$ cat config.mk
export PLATFORM = sky130hd
export DESIGN_NAME = fetch_unit
export DESIGN_NICKNAME = d
export VERILOG_FILES = /design/src/rtl/fetch_unit.sv
export SDC_FILE = /design/constraint.sdc
export NUM_CORES = 1
export LEC_CHECK = 0
export ABC_AREA = 1
export CAP_MARGIN = 40
export CORE_ASPECT_RATIO = 0.6
export CORE_MARGIN = 8
export CORE_UTILIZATION = 52
export CTS_BUF_LIST = sky130_fd_sc_hd__clkbuf_4
export DETAILED_ROUTE_END_ITERATION = 12
export PLACE_DENSITY_LB_ADDON = 0.25
export SLEW_MARGIN = 20
export SYNTH_ARGS = -nofsm -noshare
export SYNTH_HDL_FRONTEND = slang
export SYNTH_SLANG_ARGS = --single-unit
$ cat constraint.sdc
create_clock -name clk -period 3.1 [get_ports clk]
set_input_delay 0.62 -clock clk [delete_from_list [all_inputs] [get_ports clk]]
set_output_delay 0.62 -clock clk [all_outputs]
set_load 0.1 [all_outputs]
$ cat src/rtl/fetch_unit.sv
// Instruction fetch stage: owns the PC, issues one imem request at a time and
// hands each fetched instruction to decode, honouring downstream branch redirects.
module fetch_unit #(
  parameter int unsigned     WORD      = 64,
  parameter int unsigned     INSTR_LEN = 32,
  parameter logic [WORD-1:0] RESET_PC  = '0
) (
  input  logic                 clk,
  input  logic                 rst_n,
  output logic                 imem_req_valid,
  input  logic                 imem_req_ready,
  output logic [WORD-1:0]      imem_req_addr,
  input  logic                 imem_resp_valid,
  input  logic [INSTR_LEN-1:0] imem_resp_data,
  output logic                 instr_valid,
  input  logic                 instr_ready,
  output logic [INSTR_LEN-1:0] instruction,
  output logic [WORD-1:0]      instr_pc,
  input  logic                 redirect_valid,
  input  logic [WORD-1:0]      branch_pc,
  input  logic [WORD-1:0]      branch_offset
);

  localparam logic [1:0] S_FETCH = 2'd0;
  localparam logic [1:0] S_WAIT  = 2'd1;
  localparam logic [1:0] S_OUT   = 2'd2;

  logic [1:0]           r_state;
  logic [WORD-1:0]      r_pc;
  logic                 r_drop;
  logic [INSTR_LEN-1:0] r_instr;
  logic [WORD-1:0]      r_instr_pc;

  logic [1:0]           w_state_nxt;
  logic [WORD-1:0]      w_pc_nxt;
  logic                 w_drop_nxt;
  logic [INSTR_LEN-1:0] w_instr_nxt;
  logic [WORD-1:0]      w_instr_pc_nxt;

  logic [WORD-1:0]      w_target;
  logic [WORD-1:0]      w_pc_inc;
  logic                 w_req_fire;

  // Word offset scaled to bytes; the shift discards the top two offset bits.
  assign w_target   = branch_pc + (branch_offset << 2);
  assign w_pc_inc   = r_pc + WORD'(4);

  assign imem_req_valid = rst_n && (r_state == S_FETCH);
  assign imem_req_addr  = r_pc;
  assign instr_valid    = (r_state == S_OUT);
  assign instruction    = r_instr;
  assign instr_pc       = r_instr_pc;
  assign w_req_fire     = imem_req_valid && imem_req_ready;

  // State and datapath registers
  always_ff @(posedge clk) begin
    if (!rst_n) begin
      r_state    <= S_FETCH;
      r_pc       <= RESET_PC;
      r_drop     <= 1'b0;
      r_instr    <= '0;
      r_instr_pc <= '0;
    end else begin
      r_state    <= w_state_nxt;
      r_pc       <= w_pc_nxt;
      r_drop     <= w_drop_nxt;
      r_instr    <= w_instr_nxt;
      r_instr_pc <= w_instr_pc_nxt;
    end
  end

  // Next-state logic; a redirect always overrides the sequential pc+4
  always_comb begin
    w_state_nxt    = r_state;
    w_pc_nxt       = r_pc;
    w_drop_nxt     = r_drop;
    w_instr_nxt    = r_instr;
    w_instr_pc_nxt = r_instr_pc;
    case (r_state)
      S_FETCH: begin
        if (w_req_fire) begin
          w_state_nxt = S_WAIT;
          if (redirect_valid) w_drop_nxt = 1'b1;
        end
        if (redirect_valid) w_pc_nxt = w_target;
      end
      S_WAIT: begin
        if (imem_resp_valid) begin
          w_state_nxt = S_FETCH;
          w_drop_nxt  = 1'b0;
          if (redirect_valid) begin
            w_pc_nxt = w_target;
          end else if (!r_drop) begin
            w_instr_nxt    = imem_resp_data;
            w_instr_pc_nxt = r_pc;
            w_pc_nxt       = w_pc_inc;
            w_state_nxt    = S_OUT;
          end
        end else if (redirect_valid) begin
          w_pc_nxt   = w_target;
          w_drop_nxt = 1'b1;
        end
      end
      S_OUT: begin
        if (redirect_valid) begin
          w_pc_nxt    = w_target;
          w_state_nxt = S_FETCH;
        end else if (instr_ready) begin
          w_state_nxt = S_FETCH;
        end
      end
      default: w_state_nxt = S_FETCH;
    endcase
  end

endmodule

; ---- Word-level counts from Yosys, hierarchy flattened
; Index checks and enable logic that the tools add are counted.
[word_totals]
register_bits = 163
input_bits = 166
out_inout_bits = 162
word_cells = 41
[op_classes]
add_sub_neg = 2
n_eq_ne = 6
n_mux = 16
n_bitwise = 2
reduce_logical = 10
[ops]
columns = op, count
row1 = $mux W64, 4
row2 = $pmux W64 S2, 1
row3 = $add A64 B3 Y64 const B, 1
row4 = $add A64 B64 Y64, 1
row5 = $mux W2, 6
row6 = $pmux W2 S3, 1
row7 = $ne A2 B2 Y1 const B, 2
row8 = $ne A4 B4 Y1 const B, 1
row9 = $reduce_and A2 Y1, 2
row10 = $reduce_and A4 Y1, 1
row11 = $reduce_bool A2 Y1, 2
row12 = $mux W1, 3
row13 = $ne A3 B1 Y1 const B, 1
row14 = $reduce_and A3 Y1, 1
row15 = $eq A2 B1 Y1 const B, 1
row16 = $eq A2 B2 Y1 const B, 1
row17 = $logic_and A1 B1 Y1, 2
row18 = $logic_not A2 Y1, 1
row19 = $not A1 Y1, 2
row20 = $pmux W1 S2, 1
row21 = $reduce_or A2 Y1, 1

; ---- Longest topological paths before layout
[logic_depth]
depth_word = 5
depth_mapped = 17
mapped_depth_nobuf = 17

; ---- Least setup slack after synthesis
; OpenSTA, ideal clock, no wires.
[synth_path]
path_type = in2out
start = input port rst_n
end = output port imem_req_valid
arrival_ps = 3002
required_ps = 2480
setup_slack_ps = -522
cell_stages = 3
path_buffers = 1
cell_sequence = clkbuf_1 inv_1 nor3_1
[synth_between]
elab_chain_cells = 1
[synth_rtl]
columns = item, line
row1 = "start, declared", 9  ; input logic rst_n,
row2 = $logic_and A1 B1 Y1, 48  ; assign imem_req_valid = rst_n && (r_state == S_FETCH);
row3 = "end, declared", 10  ; output logic imem_req_valid,
; No other way between the ends.

; ---- Final worst setup path
[layout_path]
start = input port branch_pc[44]
end = register r_pc[53], in the netlist imem_req_addr[53]
[layout_between]
elab_chain_cells = 4
word_cells_on_any_way = 5
cone_classes = add/sub: 1 / mux: 4
[layout_rtl]
columns = item, line
row1 = "start, declared", 20  ; input logic [WORD-1:0] branch_pc,
row2 = $add A64 B64 Y64 (*), 45  ; assign w_target = branch_pc + (branch_offset << 2);
row3 = $mux W64 (on tied branches), -
row4 = $mux W64, 88  ; if (imem_resp_valid) begin
row5 = $pmux W64 S2 (*), 79  ; case (r_state)
row6 = "end signal, assigned", 65  ; r_pc <= w_pc_nxt;
row7 = "end, declared", 29  ; logic [WORD-1:0] r_pc;
; Every way passes the cells marked *; elsewhere a longest branch is shown, timed or not.
; A chain may end at the register's enable or synchronous reset.

==> reports/summary.txt <==
Multi-input gate area: 8240 sq um
Post-synth EDFFs: 0
min-delay src: rst_n
FMAX: 0.371 GHz
Critical R2R Launch: imem_req_addr[2]$_SDFFE_PN0P_
Worst Skew: 23.8 ps
DR vias: 16500
CTS buffer count: 17
Cells after Synth: 2156
final WL: 54.7 mm
Cell Area, Synth: 12900 sq um
Horiz. Die Dim: 219 um
Most used DFF post-synth: dfxtp_1
Hold Crit Endpoint: instruction[27]$_SDFFE_PN0P_
cts hold-fix bufs: 0
Worst Setup SP: branch_pc[44]
DRT Pass-1 Iters: 6
Routed Antenna Nets: 0
post-synthesis sequential area ratio: 25.4%
warnings from Yosys: 0
Pleak: 0.00784 uW
die height: 138 um
Initial Utilization: 53.1%
metal2 WL: 23.4 mm
RSZ-0062 raised after global routing: no
drt drc: 0
Sequential Power Share: 35.1%
HPWL Detailed: 43.8 mm
CORE AREA: 24200 sq um
H-Tree Depth: 4
total area of sequential cells: 3260 sq um
Final TNS setup: 0 ps
uppermost layer routed: met4
layout cell share with drive strength beyond 1: 13.8%
Post-CTS Setup Bufs: 0
vias in the first global route: 14700
Initial DRC Count: 2570
initial antenna violation count: 0
# setup viols final: 0
top post-synthesis cells by count: nand2_1 (455), nor2_1 (280), inv_1 (273), o21ai_0 (229), a21oi_1 (211)
Hold Crit Class: input pin to flop
global-route wire length before repair: 81.2 mm
Die Area: 30200 sq um
FF-to-FF End: imem_req_addr[52]$_SDFFE_PN0P_
latest clock arrival within the worst-skew pair: 610 ps
clock root cell: clkbuf_4
Max FO, Critical Path: 4
number of antenna diodes: 0
Syn-to-layout area delta: 31.4%
filler cell count: 2144
Worst-Margin Slew: 532 ps
Hold Crit Depth: 3
Pint: 3710 uW
post-route minimum period: 2700 ps
RD Place Congestion: 1.01
Met3 Routed Length: 6.31 mm
WL/cell: 19.1 um
vias per cell: 5.78
Sw Pwr: 3130 uW
Switching Share: 45.8%
Final Core Density: 69.8%
GR Overflow Total: 0
largest net degree at the start of global routing: 86
I/O Pins: 328
Worst R2R Path Depth: 13
top post-synthesis cells by area: dfxtp_1 (25%), nand2_1 (13%), o21ai_0 (8.9%)
row count: 44
# nets final: 2758
kind of start point of the critical path: input pin
area leader, netlist: dfxtp_1
# Max-Cap Violations: 0
combinational power share: 44.9%
crit end category: flop
GR Util All Layers: 34.1%
top-area cell type share of the netlist area: 25.4%
VDD IR max: 0.000361 V
Fin. Hold Viols: 0
M1 WL: 23.8 mm
final count of pins violating max slew: 0
pwr dens: 405 nW/um^2
IO buf count: 325
PostCTS Resize Cnt: 0
Slew HR: 64.5%
Netlist cell types: 49
most numerous cell in the Yosys netlist: nand2_1
period utilisation layout: 87.0%
clock power share: 20.0%
CP Class: input pin to flop
syn avg cell area: 5.97 sq um
CTS sink count: 163
outcome: finished, final reports clean
setup slack, reg-to-reg: 460 ps
Async SR Flop Fraction: 0%
CTS clk-pin slew, worst paths: 140 ps
Worst Path Arrival: 3240 ps
Max clock buf depth: 2
Data required, critical path: 3640 ps
CTS tree: built
#FFs+latches synth: 163
Mapped Nets: 2385
## critical path: stages
cell	delay, ps
clkdlybuf4s50_1	410
ha_1	380
nand2_1	130
nor2_1	160
inv_1	100
nor2_1	260
buf_4	190
nand2_1	160
nor3_1	180
nand2_1	180
nand3b_1	130
nand2_1	50
nand3_1	90
nand2_1	70
a21oi_1	120
## power by group through the flow
stage / clock (uW) / sequential [uW] / combinational, uW
finish: 1370 / 2410 / 3070
global route: 1470 / 2420 / 3260
CTS: 1370 / 2400 / 3030
detailed placement: 0 / 2440 / 3010
global placement: 0 / 2430 / 2980
floorplan: 0 / 3350 / 1070
## layout by cell type, fill, tap and decap left out, types with 3 or more instances in the layout
cell / instances
nand2_1: 455
o21ai_1: 3
a31oi_1: 10
nand4_1: 35
nor4_1: 7
o22ai_1: 3
inv_1: 272
nor3_2: 6
nand3b_1: 13
or2_2: 8
nand2_4: 3
clkinv_2: 4
o211ai_1: 6
nor3_1: 41
a221oi_1: 4
buf_12: 5
o21ai_0: 229
nor2_2: 8
ha_1: 62
clkbuf_4: 18
a21o_1: 7
and2_1: 3
nor3_4: 3
nand3_1: 173
inv_2: 10
a21boi_0: 3
clkdlybuf4s50_1: 161
nand2_2: 8
o21bai_1: 16
buf_4: 256
a21oi_2: 3
nor2_4: 5
clkinvlp_4: 3
nor2_1: 280
xor2_1: 19
a21oi_1: 211
bufinv_16: 3
dfxtp_1: 163
## layout make-up
| class | count | area share (%) |
|---|---|---|
| clock buffer | 18 | 0.799 |
| clock inverter | 13 | 0.947 |
| inverter | 284 | 6.33 |
| multi-input combinational | 1640 | 48.7 |
| sequential | 163 | 19.3 |
| tap | 322 | 2.38 |
| timing repair buffer | 423 | 21.5 |
## per-stage QoR
stage,hold slack [ps],cell area [sq um],setup WS [ps],instances,total power [uW]
floorplan,496,12900,355,2156,4420
global placement,465,16600,-35.1,2832,5410
detailed placement,475,16600,-65.1,2832,5450
CTS,370,16900,566,2863,6790
global route,402,16900,192,2863,7150
finish,406,16900,402,2863,6850
## kinds of logic after synthesis
group                      Yosys count  share of synthesized area [%]
and+or+nand+nor                   1056                           35.8
buffers and inverters              353                           10.7
adders and majority gates           63                           6.18
DFF                                163                           25.4
xor gates and xnor gates            20                           1.36
AOI/OAI and AO/OA                  501                           20.6
## routing by layer
layer	track usage [%]	vias up
met5	0	-
met4	7.90	0
met3	8.55	116
met2	51.7	950
met1	47.8	7621
li1	-	7861
## how the worst max path moves through the flow
stage                                      to  slack, ps  cells after the start
6_report       imem_req_addr[53]$_SDFFE_PN0P_        400                     15
2_1_floorplan                  imem_req_valid        350                      3
3_5_place_dp   imem_req_addr[46]$_SDFFE_PN0P_        -70                     16
4_1_cts        imem_req_addr[46]$_SDFFE_PN0P_        570                     16
3_3_place_gp   imem_req_addr[59]$_SDFFE_PN0P_        -40                     12
5_1_grt        imem_req_addr[62]$_SDFFE_PN0P_        190                     17
## sequential cells by signal, summed over array words and instances, names as in the netlist
register,cells
imem_req_addr,64
instr_pc,64
instruction,32
r_state,2
r_drop,1
Power figures use the tool's default switching activity.
